==> src/rtl/shift_reg_arbiter_ctrl_pkg.sv <==
// Shared definitions for the two-requester serial shift-register controller.
package shift_reg_arbiter_ctrl_pkg;

  // Width of the requester id carried with each result.
  localparam int REQ_ID_W = 1;

  // Sequencer states.
  typedef enum logic [1:0] {
    ST_IDLE    = 2'd0,
    ST_SHIFT   = 2'd1,
    ST_CAPTURE = 2'd2
  } state_t;

endpackage

==> src/rtl/shift_reg_arbiter_ctrl_if.sv <==
// Bus between the requesters/datapath (master side) and the controller (slave side).
//
// Handshake: a word from requester i is accepted on a rising clock edge where
// req_valid[i] && req_ready[i]. req_ready is at most one-hot and is raised only
// while the controller is idle. A requester may drop req_valid at any time
// before acceptance; nothing is taken unless both are high on the same edge.
// rx_valid is a single-cycle pulse; rx_data/rx_id/rx_err hold until the next
// result.
interface shift_reg_arbiter_ctrl_if #(
  parameter int WIDTH = 4
);
  import shift_reg_arbiter_ctrl_pkg::*;

  logic [1:0]          req_valid;
  logic [WIDTH-1:0]    req_data0;
  logic [WIDTH-1:0]    req_data1;
  logic [1:0]          req_ready;
  logic                sr_en;
  logic                sr_serial_in;
  logic [WIDTH-1:0]    sr_q;
  logic                busy;
  logic                rx_valid;
  logic [WIDTH-1:0]    rx_data;
  logic [REQ_ID_W-1:0] rx_id;
  logic                rx_err;
  state_t              dbg_state;

  modport master (
    output req_valid, req_data0, req_data1, sr_q,
    input  req_ready, sr_en, sr_serial_in, busy,
           rx_valid, rx_data, rx_id, rx_err, dbg_state
  );

  modport slave (
    input  req_valid, req_data0, req_data1, sr_q,
    output req_ready, sr_en, sr_serial_in, busy,
           rx_valid, rx_data, rx_id, rx_err, dbg_state
  );

endinterface

==> src/rtl/shift_reg_arbiter_ctrl_rr_arbiter_2.sv <==
// Combinational two-way round-robin grant: on contention the requester that
// was not served last wins.
module rr_arbiter_2 (
  input  logic [1:0] req_valid_i,
  input  logic       last_grant_i,
  output logic       grant_o,
  output logic       grant_valid_o
);

  // Pick the winner from the current requests and the previous grant.
  always_comb begin
    grant_valid_o = |req_valid_i;
    grant_o       = 1'b0;
    case (req_valid_i)
      2'b11:   grant_o = ~last_grant_i;
      2'b10:   grant_o = 1'b1;
      default: grant_o = 1'b0;
    endcase
  end

endmodule

==> src/rtl/shift_reg_arbiter_ctrl.sv <==
// Arbitrates two word requesters, serializes the granted word MSB-first into
// an external shift register, then samples the register and reports the word
// with the owner id and a loopback-mismatch flag.
module shift_reg_arbiter_ctrl
  import shift_reg_arbiter_ctrl_pkg::*;
#(
  parameter int WIDTH = 4
) (
  input  logic                      clk,
  input  logic                      rst,
  shift_reg_arbiter_ctrl_if.slave   bus
);

  localparam int CNT_W = $clog2(WIDTH);

  state_t              state_q;
  logic [WIDTH-1:0]    tx_buf_q;
  logic [WIDTH-1:0]    exp_buf_q;
  logic [CNT_W-1:0]    cnt_q;
  logic                last_grant_q;
  logic                cur_id_q;
  logic                rx_valid_q;
  logic [WIDTH-1:0]    rx_data_q;
  logic [REQ_ID_W-1:0] rx_id_q;
  logic                rx_err_q;

  logic                grant;
  logic                grant_valid;
  logic                accept_ok;
  logic [WIDTH-1:0]    grant_data;

  rr_arbiter_2 u_arb (
    .req_valid_i   (bus.req_valid),
    .last_grant_i  (last_grant_q),
    .grant_o       (grant),
    .grant_valid_o (grant_valid)
  );

  // Ready only while idle and out of reset, so a word can never be half-taken.
  assign accept_ok  = (state_q == ST_IDLE) && grant_valid && !rst;
  assign grant_data = grant ? bus.req_data1 : bus.req_data0;

  assign bus.req_ready    = accept_ok ? (2'b01 << grant) : 2'b00;
  assign bus.sr_en        = (state_q == ST_SHIFT);
  assign bus.sr_serial_in = (state_q == ST_SHIFT) & tx_buf_q[WIDTH-1];
  assign bus.busy         = (state_q != ST_IDLE);
  assign bus.rx_valid     = rx_valid_q;
  assign bus.rx_data      = rx_data_q;
  assign bus.rx_id        = rx_id_q;
  assign bus.rx_err       = rx_err_q;
  assign bus.dbg_state    = state_q;

  // Sequencer: accept a word, shift it out over WIDTH cycles, capture the result.
  always_ff @(posedge clk or posedge rst) begin
    if (rst) begin
      state_q      <= ST_IDLE;
      tx_buf_q     <= '0;
      exp_buf_q    <= '0;
      cnt_q        <= '0;
      last_grant_q <= 1'b1;
      cur_id_q     <= 1'b0;
      rx_valid_q   <= 1'b0;
      rx_data_q    <= '0;
      rx_id_q      <= '0;
      rx_err_q     <= 1'b0;
    end else begin
      rx_valid_q <= 1'b0;
      case (state_q)
        ST_IDLE: begin
          if (grant_valid) begin
            tx_buf_q     <= grant_data;
            exp_buf_q    <= grant_data;
            cur_id_q     <= grant;
            last_grant_q <= grant;
            cnt_q        <= CNT_W'(WIDTH - 1);
            state_q      <= ST_SHIFT;
          end
        end
        ST_SHIFT: begin
          tx_buf_q <= {tx_buf_q[WIDTH-2:0], 1'b0};
          if (cnt_q == '0) begin
            state_q <= ST_CAPTURE;
          end else begin
            cnt_q <= cnt_q - 1'b1;
          end
        end
        ST_CAPTURE: begin
          rx_data_q  <= bus.sr_q;
          rx_id_q    <= cur_id_q;
          rx_err_q   <= (bus.sr_q != exp_buf_q);
          rx_valid_q <= 1'b1;
          state_q    <= ST_IDLE;
        end
        default: state_q <= ST_IDLE;
      endcase
    end
  end

endmodule

==> src/flat_wrapper.sv <==
// flat-port wrapper written by rule: the top's interface ports become plain ports
module shift_reg_arbiter_ctrl_flat import shift_reg_arbiter_ctrl_pkg::*;
#(
  parameter int WIDTH = 4
)
  (clk, rst, bus_req_valid, bus_req_data0, bus_req_data1, bus_sr_q, bus_req_ready, bus_sr_en, bus_sr_serial_in, bus_busy, bus_rx_valid, bus_rx_data, bus_rx_id, bus_rx_err, bus_dbg_state);
  shift_reg_arbiter_ctrl_if #(.WIDTH(WIDTH)) bus_i ();
  input  logic clk;
  input  logic rst;
  input wire logic [$bits(bus_i.req_valid)-1:0] bus_req_valid;
  input wire logic [$bits(bus_i.req_data0)-1:0] bus_req_data0;
  input wire logic [$bits(bus_i.req_data1)-1:0] bus_req_data1;
  input wire logic [$bits(bus_i.sr_q)-1:0] bus_sr_q;
  output wire logic [$bits(bus_i.req_ready)-1:0] bus_req_ready;
  output wire logic [$bits(bus_i.sr_en)-1:0] bus_sr_en;
  output wire logic [$bits(bus_i.sr_serial_in)-1:0] bus_sr_serial_in;
  output wire logic [$bits(bus_i.busy)-1:0] bus_busy;
  output wire logic [$bits(bus_i.rx_valid)-1:0] bus_rx_valid;
  output wire logic [$bits(bus_i.rx_data)-1:0] bus_rx_data;
  output wire logic [$bits(bus_i.rx_id)-1:0] bus_rx_id;
  output wire logic [$bits(bus_i.rx_err)-1:0] bus_rx_err;
  output wire logic [$bits(bus_i.dbg_state)-1:0] bus_dbg_state;
  assign bus_i.req_valid = bus_req_valid;
  assign bus_i.req_data0 = bus_req_data0;
  assign bus_i.req_data1 = bus_req_data1;
  assign bus_i.sr_q = bus_sr_q;
  assign bus_req_ready = bus_i.req_ready;
  assign bus_sr_en = bus_i.sr_en;
  assign bus_sr_serial_in = bus_i.sr_serial_in;
  assign bus_busy = bus_i.busy;
  assign bus_rx_valid = bus_i.rx_valid;
  assign bus_rx_data = bus_i.rx_data;
  assign bus_rx_id = bus_i.rx_id;
  assign bus_rx_err = bus_i.rx_err;
  assign bus_dbg_state = bus_i.dbg_state;
  shift_reg_arbiter_ctrl #(.WIDTH(WIDTH)) u_core (.clk(clk), .rst(rst), .bus(bus_i));
endmodule
==> config.mk <==
export PLATFORM = sky130hd
export DESIGN_NAME = shift_reg_arbiter_ctrl_flat
export DESIGN_NICKNAME = d
export VERILOG_FILES = /design/src/rtl/shift_reg_arbiter_ctrl_pkg.sv /design/src/rtl/shift_reg_arbiter_ctrl_if.sv /design/src/rtl/shift_reg_arbiter_ctrl_rr_arbiter_2.sv /design/src/rtl/shift_reg_arbiter_ctrl.sv /design/src/flat_wrapper.sv
export SDC_FILE = /design/constraint.sdc
export NUM_CORES = 1
export LEC_CHECK = 0
export ABC_AREA = 1
export CAP_MARGIN = 30
export CORE_ASPECT_RATIO = 1.1
export CORE_UTILIZATION = 47
export DETAILED_ROUTE_END_ITERATION = 16
export PLACE_DENSITY = 0.78
export SLEW_MARGIN = 20
export SYNTH_ARGS = -nofsm -noshare
export SYNTH_HDL_FRONTEND = slang
export SYNTH_SLANG_ARGS = --single-unit
==> constraint.sdc <==
create_clock -name clk -period 1.5 [get_ports clk]
set_clock_uncertainty 0.1 [all_clocks]
set_input_delay 0.3 -clock clk [delete_from_list [all_inputs] [get_ports clk]]
set_output_delay 0.3 -clock clk [all_outputs]
set_load 0.03 [all_outputs]
---- After elaboration in Yosys (flattened, before gate mapping) ----
Cells that the tools add are included.
storage, ports and cells
  bits in registers ....................... 21
  latch bits .............................. 0
  bits in writable memories ............... 0
  ROM bits ................................ 0
  input bits .............................. 16
  output and inout bits ................... 14
  memories ................................ 0
cells by class
  $add $sub $neg .......................... 1
  multiply operators ...................... 0
  divide/modulo/power cells ............... 0
  $lt $le $gt $ge ......................... 0
  eq/ne operators ......................... 8
  shift-type cells ........................ 1
  muxes and demuxes ....................... 12
  bitwise logic cells ..................... 2
  reductions and logical operators ........ 12
operators with widths
  cell                                                   count
  two-way mux 2 bit                                      5
  two-way mux 4 bit                                      2
  one-hot mux 2 bit (2 select lines)                     2
  one-hot mux 4 bit (2 select lines)                     1
  equality test 2 bit, second input constant             3
  AND reduction 2 bit                                    3
  zero test 2 bit                                        2
  inequality test 2 x 1 -> 1 bit, second input constant  2
  inequality test 4 bit                                  1
  nonzero test 2 bit                                     2
  AND reduction 3 bit                                    1
  equality test 2 x 1 -> 1 bit, second input constant    1
  logical AND 1 bit                                      2
  inequality test 2 bit, second input constant           1
  one-hot mux 1 bit (2 select lines)                     1
  OR reduction 2 bit                                     1
  << shifter 1 x 1 -> 2 bit, first input constant        1
  subtractor 2 x 1 -> 2 bit, second input constant       1
  bitwise AND 1 bit                                      1
  zero test 1 bit                                        1
  two-way mux 1 bit                                      1
  inverter 1 bit                                         1

---- Logic depth before layout (Yosys ltp) ----
  depth in word-level cells ............... 5
  depth in mapped cells ................... 7

---- Hierarchy ----
Synthesis repeated with hierarchy kept, for this count alone.
unflattened totals
  cells, all modules ...................... 126
  area total of the unflattened synthesis .. 1087.3 um2
modules (own cells, without submodules)
  module                  times used  cells an instance  area each (um2)
  shift_reg_arbiter_ctrl  1           123                1072.3
  rr_arbiter_2            1           3                  15.0

---- Least setup slack after synthesis ----
Ideal clock, no wire load.
  kind .................................... reg2out
  start point ............................. reg u_core.state_q[1], in the netlist u_core.bus.dbg_state[1]
  end point ............................... out bus_req_ready[0]
  arrival ................................. 1508 ps
  slack ................................... -408 ps
  cell stages (with the launch flop) ...... 4
  buffers on the path ..................... 0
  path through ............................ dfrtp_1 -> nor2_1 -> o21ai_2 -> nor3_1
between the ends
  word-level cells in the longest chain between the ends .. 4
RTL lines
  what                            line                          source
  start, declared                 shift_reg_arbiter_ctrl.sv:16  state_t state_q;
  start signal, assigned          shift_reg_arbiter_ctrl.sv:56  state_q <= ST_IDLE;
  start signal, assigned          shift_reg_arbiter_ctrl.sv:76  state_q <= ST_SHIFT;
  start signal, assigned          shift_reg_arbiter_ctrl.sv:82  state_q <= ST_CAPTURE;
  zero test 2 bit                 shift_reg_arbiter_ctrl.sv:40  assign accept_ok = (state_q == ST_IDLE) && grant_valid && !rst;
  logical AND 1 bit (2 in a row)  shift_reg_arbiter_ctrl.sv:40
  two-way mux 2 bit               shift_reg_arbiter_ctrl.sv:43  assign bus.req_ready = accept_ok ? (2'b01 << grant) : 2'b00;
  end, declared                   flat_wrapper.sv:14            output wire logic [$bits(bus_i.req_ready)-1:0] bus_req_ready;
Every way passes these cells.

---- Worst setup path in the final report ----
  start point ............................. reg u_core.state_q[1], in the netlist u_core.bus.dbg_state[1]
  end point ............................... out bus_sr_serial_in
between the ends
  word-level cells in the longest chain between the ends .. 2
RTL lines
  what                          line                          source
  equality test 2 x 1 -> 1 bit  shift_reg_arbiter_ctrl.sv:45  assign bus.sr_serial_in = (state_q == ST_SHIFT) & tx_buf_q[WIDTH-1];
  bitwise AND 1 bit             shift_reg_arbiter_ctrl.sv:45
  end, declared                 flat_wrapper.sv:16            output wire logic [$bits(bus_i.sr_serial_in)-1:0] bus_sr_serial_in;
Every way passes these cells.

==> flow_results.org <==
** Clock network
- Clock latency on the worst-skew pair, taken at its later pin, is roughly 0.31 ns.
- Clock slew at the register clock pins of the worst setup and hold paths :: ~0.11 ns
- Cts hold-fix bufs :: 0
- Clk buf depth :: 2
- The clock net in this run drives a total of 21 sinks.
- Clock tree synthesis inserted a total of 3 buffers.
- In this run the number of H-tree levels came out at 1.
- TritonCTS built the clock tree.
- CTS Root Cell :: sky130_fd_sc_hd__clkbuf_4

** Die
- Num rows :: 17
- Placeable core region :: 2085 sq um
- Measured along the y axis, the die boundary spans 52.36 microns.
- Horizontal die dimension :: ~48 microns
- The die covers around 2500 sq um.
- Effective utilization at floorplan :: approximately half
- For this design the top-level I/O count stands at 30.

** Outcome
- Violated checks :: setup timing
- Outcome :: finished with violations

** Setup path
- The signal on the critical path passes through buf_4 > nor2_4 > inv_2 > nor2_4 > buf_6.
- Reg2Reg Setup Slack :: around 0.060 ns
- Together, buffers and inverters on the worst path number 3.
- Crit path launch type :: register
- Among all stages on the critical path, the largest delay is contributed by sky130_fd_sc_hd__dfrtp_2.
- The setup path with the least slack is of type register to output port.
- Maximum net fanout on the critical path :: 3
- Required time at the worst-slack endpoint :: around 1.1 ns
- For the worst setup path, the data arrival time is roughly 1.3 ns.
- STA classifies the critical path endpoint as an output port.
- Cell type group with the largest total delay on the critical path :: flip-flops
- Among the stages of the critical path, the cell type that occurs most often is sky130_fd_sc_hd__nor2_4.
- Counting buffers and inverters, the worst setup path is 5 cells deep.
- On the worst path, the slowest cell contributes a delay of about 0.45 ns.
- Counting cells, the worst reg-to-reg path comes to 7.

** Timing
- Maximum clock rate :: ~0.58 GHz
- Final setup fails :: 5
- The number of hold violations in the final report was 0.
- Total Negative Setup Slacks :: -0.9904 ns
- Period Utilization, post-route :: 115.6%
- The routed design could run at a clock period as short as between 1.5 and 2 ns.
- Across all setup checks in the final design, the least slack found is -0.2333 ns.
- Setup repair after global routing could not meet its margin everywhere.
- Worst Max-Slew Pin Slew :: about 0.30 ns
- The number of pins with negative max-slew slack in the final report was 0.
- Relative max-transition margin :: approximately four fifths

** Global route
- Initial antenna violation count :: 0
- Overflow left after global routing :: 0
- Overall global routing resource usage :: approximately 24%
- The first global-routing pass estimated ~4200 microns of wire.
- Vias in the first global route :: 995
- Entering global routing, the biggest net connects 22 pins.

** Pwr
- VDD sags by at most approximately 0.0016 V.
- The share of total power dissipated in combinational logic is between 60% and 70%.
- Summing internal, switching and leakage power gives around 3.5 mW.
- Reg power frac :: between 20 and 30%
- In this run the power density over the cells is around 2100 nW/um^2.
- Switching share of total power :: ~46%
- Internal power of the cells :: 1.894 mW
- In this run the power spent charging and discharging nets is approximately 1.6 mW.
- Summed over all cells, the static leakage comes to approximately 0.86 nW.
- The clock network accounts for 7.8% of the total power.

** Route
- Number of nets with antenna violations after detailed routing :: 0
- After detailed routing, the total wire length is between 2000 and 3000 microns.
- Routed vias/inst :: between 4 and 5
- Post-detailed-route wirelength per cell :: approximately 13 microns
- First-pass detailed-route iteration total :: 4
- The detailed router placed 1016 vias in this run.
- After detailed routing, the number of remaining DRC violations is 0.
- For this block, the initial DRC count from the detailed router was 18.

** Worst hold path
- Worst hold path depth :: 2
- The path class of the tightest hold or removal check is register to register.

** Logic synthesis
- Top post-synthesis cells by area :: sky130_fd_sc_hd__dfrtp_1 (46%), sky130_fd_sc_hd__nand2_1 (14%), sky130_fd_sc_hd__o21ai_2 (7.3%)
- Post-synthesis cell count :: roughly 130
- Yosys mapped the design onto 19 distinct sky130hd cell types.
- The biggest area contributor in the post-synthesis netlist is sky130_fd_sc_hd__dfrtp_1.
- The synthesized design devotes to its leading area cell type around 46% of total area.
- Synthesis inferred 21 register bits.
- In this run the mean area of a mapped cell was between 8 and 9 sq um.
- Counting every net in the synthesized netlist gives around 140.
- Number of synthesis warnings :: 0
- The mapped netlist covers about 1100 sq um.
- Post-synthesis sequential area ratio :: 48.61%

** Finish
- Fin util :: roughly 80%
- 0 antenna diodes ended up in the layout.
- Cells with a size suffix above 1 make up a little under two fifths of the layout.
- Final layout net count :: roughly 200
- After routing the design area is ~1700 sq um.
- Area added between synthesis and finish :: 53.70%

** Flow run
- Maximum capacitance violations :: 0

** Placed design
- Summed over all nets, the half-perimeter wirelength after detailed placement is between 1500 and 2000 microns.
- In this run the cell area measured after placement is roughly 1500 sq um.
- Quantity of I/O buffers inserted on ports :: 29
- Placer's final routability congestion estimate :: slightly above 0.8
## worst paths after layout
kind	to	from
min in group asynchronous	u_core.tx_buf_q[3]	rst
hold reg to reg	u_core.last_grant_q	u_core.last_grant_q
hold / removal	u_core.last_grant_q	u_core.last_grant_q
max in group asynchronous	u_core.last_grant_q	rst
setup reg to reg	u_core.tx_buf_q[3]	u_core.bus.dbg_state[1]
setup / recovery	bus_sr_serial_in	u_core.bus.dbg_state[1]
## synth_stat cells, drive strengths merged
cell / instances
dfrtp: 20
o21ai: 14
nor3: 2
nand3b: 3
nand2: 46
nor2: 10
nand3: 6
ha: 1
buf: 1
inv: 22
dfstp: 1
## routing by layer
metal / GRT usage (%) / wire length [microns] / share of wire [%]
met1: 25.88 / 1024 / 38
met2: 44.14 / 1502 / 55
met3: 3.103 / 117 / 4.3
met4: 11.11 / 69 / 2.5
met5: 0 / 0 / 0
## final cells by class
type | count | area, sq um
Fill cell | 159 | 419.2
Tap cell | 28 | 35.03
Inverter | 22 | 87.58
Sequential cell | 21 | 529.3
Clock buffer | 4 | 26.28
Multi-Input combinational cell | 82 | 525.5
Timing Repair Buffer | 49 | 461.7
## power groups by stage
| stage | Combinational [mW] | Sequential (mW) | Clock (mW) |
|---|---|---|---|
| 3_5_place_dp | 2.01 | 1.00 | 0 |
| 4_1_cts | 2.15 | 0.993 | 0.281 |
| 5_1_grt | 2.43 | 1.05 | 0.300 |
| 6_report | 2.24 | 1.02 | 0.275 |
| 2_1_floorplan | 1.11 | 1.21 | 0 |
| 3_3_place_gp | 1.94 | 0.982 | 0 |
## tightest hold or removal path, stage by stage, from the launching register on
cell and delay (ns):
sky130_fd_sc_hd__dfstp_2 0.40, sky130_fd_sc_hd__nand2_1 0.06, sky130_fd_sc_hd__nand2_1 0.04
## through the flow
step | hold WS [ns] | worst slack (ns) | std cells
after floorplan | 0.1756 | -0.09598 | 126
after global placement | 0.3543 | -0.2647 | 195
after detailed placement | 0.3576 | -0.2628 | 195
after CTS | 0.3808 | -0.2481 | 204
after global routing | 0.4125 | -0.2906 | 206
final | 0.3912 | -0.2333 | 206
## flip-flops by register name, indices dropped and copies added, names as in the netlist
signal and flops:
u_core.bus.rx_valid 1, u_core.cur_id_q 1, u_core.bus.rx_data 4, u_core.tx_buf_q 4
u_core.cnt_q 2, u_core.bus.dbg_state 2, u_core.last_grant_q 1, u_core.bus.rx_err 1
u_core.bus.rx_id 1, u_core.exp_buf_q 4
## cells by family after synthesis
family	share of synthesized area, %
adders and majority gates	1.155
AOI/OAI and AO/OA	9.584
buffers and inverters	8.661
DFF	48.61
and+or+nand+nor	31.99
## repair_timing
item | CTS | global route
resized for setup | 23 | 14
setup endpoints to repair | 13 | 12
buffers inserted | 5 | 2
pin swaps | 3 | 2
## cell usage in the layout (no fill, tap or decap), drive strengths merged
cell,count
clkdlybuf4s50,13
nor3,2
inv,22
nor2,10
clkbuf,7
buf,26
o21ai,14
nand3,6
clkdlybuf4s15,4
ha,1
dfstp,1
nand3b,3
dfrtp,20
nand2,46
dlygate4sd2,3
No activity file was read; power rests on OpenSTA's default activity.
==> RTL edit: new RTL, same settings <==
`WIDTH` is set to 4 in 3 places; all go to 8.
--- a/src/rtl/shift_reg_arbiter_ctrl_if.sv
+++ b/src/rtl/shift_reg_arbiter_ctrl_if.sv
@@ -7,7 +7,7 @@
 // rx_valid is a single-cycle pulse; rx_data/rx_id/rx_err hold until the next
 // result.
 interface shift_reg_arbiter_ctrl_if #(
-  parameter int WIDTH = 4
+  parameter int WIDTH = 8
 );
   import shift_reg_arbiter_ctrl_pkg::*;
 
--- a/src/rtl/shift_reg_arbiter_ctrl.sv
+++ b/src/rtl/shift_reg_arbiter_ctrl.sv
@@ -4,7 +4,7 @@
 module shift_reg_arbiter_ctrl
   import shift_reg_arbiter_ctrl_pkg::*;
 #(
-  parameter int WIDTH = 4
+  parameter int WIDTH = 8
 ) (
   input  logic                      clk,
   input  logic                      rst,
--- a/src/flat_wrapper.sv
+++ b/src/flat_wrapper.sv
@@ -1,7 +1,7 @@
 // flat-port wrapper written by rule: the top's interface ports become plain ports
 module shift_reg_arbiter_ctrl_flat import shift_reg_arbiter_ctrl_pkg::*;
 #(
-  parameter int WIDTH = 4
+  parameter int WIDTH = 8
 )
   (clk, rst, bus_req_valid, bus_req_data0, bus_req_data1, bus_sr_q, bus_req_ready, bus_sr_en, bus_sr_serial_in, bus_busy, bus_rx_valid, bus_rx_data, bus_rx_id, bus_rx_err, bus_dbg_state);
   shift_reg_arbiter_ctrl_if #(.WIDTH(WIDTH)) bus_i ();
Interface: changed (resized bus_req_data0, bus_req_data1, bus_rx_data and bus_sr_q); port bits go from 30 to 46. The function was not compared with the original's and may differ.
==> RTL edit against the original RTL <==
The run still ends with setup timing left; combinational power grew 15%; synthesized cell count grew 54%; die area grew 53%; sequential cell count grew 13; area after synthesis grew 56%; critical path depth grew 1; sequential share of layout area grew 2.1 points; non-clock buffer count grew 21; worst setup slack lost 120 ps; wire length grew 50%; power grew 38%; critical path type unchanged; highest routed layer unchanged; design area grew 51%; sequential power grew 57%; core utilization shrank 5.4 points.
==> RTL edit: results (changes against the original RTL) <==
.. list-table::
   :header-rows: 1

   * - Metric
     - Value
   * - Post-CTS setup buffers
     - 6 (+1)
   * - Clock buffers created by TritonCTS
     - 5 (+2)
   * - Leakage power summed over all cells
     - 1.274 nW (+49%)
   * - Result of the run
     - complete, but fails checks
   * - Overall global routing resource usage
     - 23.49% (-0.59 points)
   * - Post-DP HPWL
     - 2833 µm (+51%)
   * - Post-Route Setup TNS
     - -1339 ps (-348.6 ps)
   * - Mapped Avg Cell Area
     - 8.700 µm² (+1.2%)
   * - PostCTS Resize Cnt
     - 36 (+57%)
   * - Vias in the first global route
     - 1,518 (+53%)
   * - Layout net count
     - 298 (+52%)
   * - Met1 track demand over resource in global routing
     - 28.48% (+2.6 points)
   * - Routed met3 length
     - 178 µm (+52%)
   * - Wirelength, routed
     - 4059 µm (+50%)
   * - Total routed wire length on the met1 layer
     - 1657 µm (+62%)
   * - Final instance count without filler cells
     - 317 (+54%)
   * - Number of distinct standard cells referenced by the synthesized netlist
     - 22 (+3)
   * - ANT cells
     - 0 (unchanged)
   * - Clock latency on the worst-skew pair
     - 360 ps (+50 ps)
   * - Number of failing setup endpoints in the final timing report
     - 5 (unchanged)
   * - Iter 0 DRT Violations
     - 81 (+63)
   * - Proportion of synthesized chip area in sequential cells
     - 50.48% (+1.9 points)
   * - Wire length of the first global-routing pass
     - 6727 µm (+62%)
   * - Worst setup slack after layout
     - -349.8 ps (-116.5 ps)
   * - Largest cells by area after synthesis
     - sky130_fd_sc_hd__dfrtp_1 (49%), sky130_fd_sc_hd__nand2_1 (13%), sky130_fd_sc_hd__o21ai_2 (6.2%)
   * - Violations in the final reports
     - setup timing
   * - Pin slew with the least headroom to its limit
     - 291.1 ps (-10.12 ps)
   * - Syn Nets
     - 224 (+57%)
   * - Placement Cell Area
     - 2344 µm² (+54%)
   * - Warning count from the yosys run
     - 0 (unchanged)
   * - Grt peak-use layer
     - met2
   * - Count of H-tree levels built during CTS
     - 2 (+1)
   * - Maximum resistive drop on vdd
     - 1101 µV (-29%)
   * - Input/output buffers
     - 45 (+55%)
   * - GR Layer Usage met3
     - 5.788% (+2.7 points)
   * - Routability congestion estimate from global placement
     - 0.7725 (-5.1%)
   * - Routed via count divided by cell count
     - 4.861 (-1.4%)
   * - Ratio of cells with drive above 1 in the final layout
     - 35.69% (-2.0 points)
   * - Highest cell delay on the worst timing path
     - 440 ps
   * - Setup slack at placement
     - -338.0 ps (-75.15 ps)
==> RTL edit: changes by cell type in the layout (fill, tap and decap cells not counted), sizes merged, moves of 4 or more <==
cell           unedited run  this run
buf                      26        32
nand2                    46        64
o21ai                    14        29
nand3                     6        10
clkbuf                    7        12
dfrtp                    20        33
inv                      22        30
nor2                     10        15
clkdlybuf4s50            13        25
==> RTL edit: cell families after synthesis <==
family | synth area share (%)
simple gates | 26.24
flops | 50.48
buf+inv | 8.673
compound gates | 11.56
xor+xnor | 1.557
fa+ha+maj | 1.482
==> RTL edit: path summary, 6_finish.rpt <==
kind	start	to	slack, ps	cells past startpoint
max reg2reg	u_core.bus.dbg_state[1]$_DFFE_PP0P_	u_core.cnt_q[0]$_DFFE_PP0P_	60	9
max in group asynchronous	rst	u_core.last_grant_q$_DFFE_PP1P_	590	4
max	u_core.bus.dbg_state[1]$_DFFE_PP0P_	bus_req_ready[0]	-350	6
min in group asynchronous	rst	u_core.exp_buf_q[3]$_DFFE_PP0P_	430	4
min	u_core.bus.rx_data[1]$_DFFE_PP0P_	u_core.bus.rx_data[1]$_DFFE_PP0P_	380	2
min reg2reg	u_core.bus.rx_data[1]$_DFFE_PP0P_	u_core.bus.rx_data[1]$_DFFE_PP0P_	380	2
==> RTL edit: layout make-up <==
class / instances / area [µm²]
fillers: 257 / 863.3
clock inverters: 3 / 45.04
multi-input cells: 127 / 745.7
repair buffers: 70 / 654.4
well taps: 48 / 60.06
inverters: 30 / 125.1
flip-flops and latches: 34 / 854.6
clock buffers: 5 / 37.54
==> RTL edit: power breakdown <==
group | internal (W) | leakage [nW] | switching, W | total (W)
clock network | 0.000349 | 0.0374 | 0.000346 | 0.000696
registers | 0.00135 | 0.404 | 0.000247 | 0.00160
logic | 0.00107 | 0.833 | 0.00150 | 0.00257
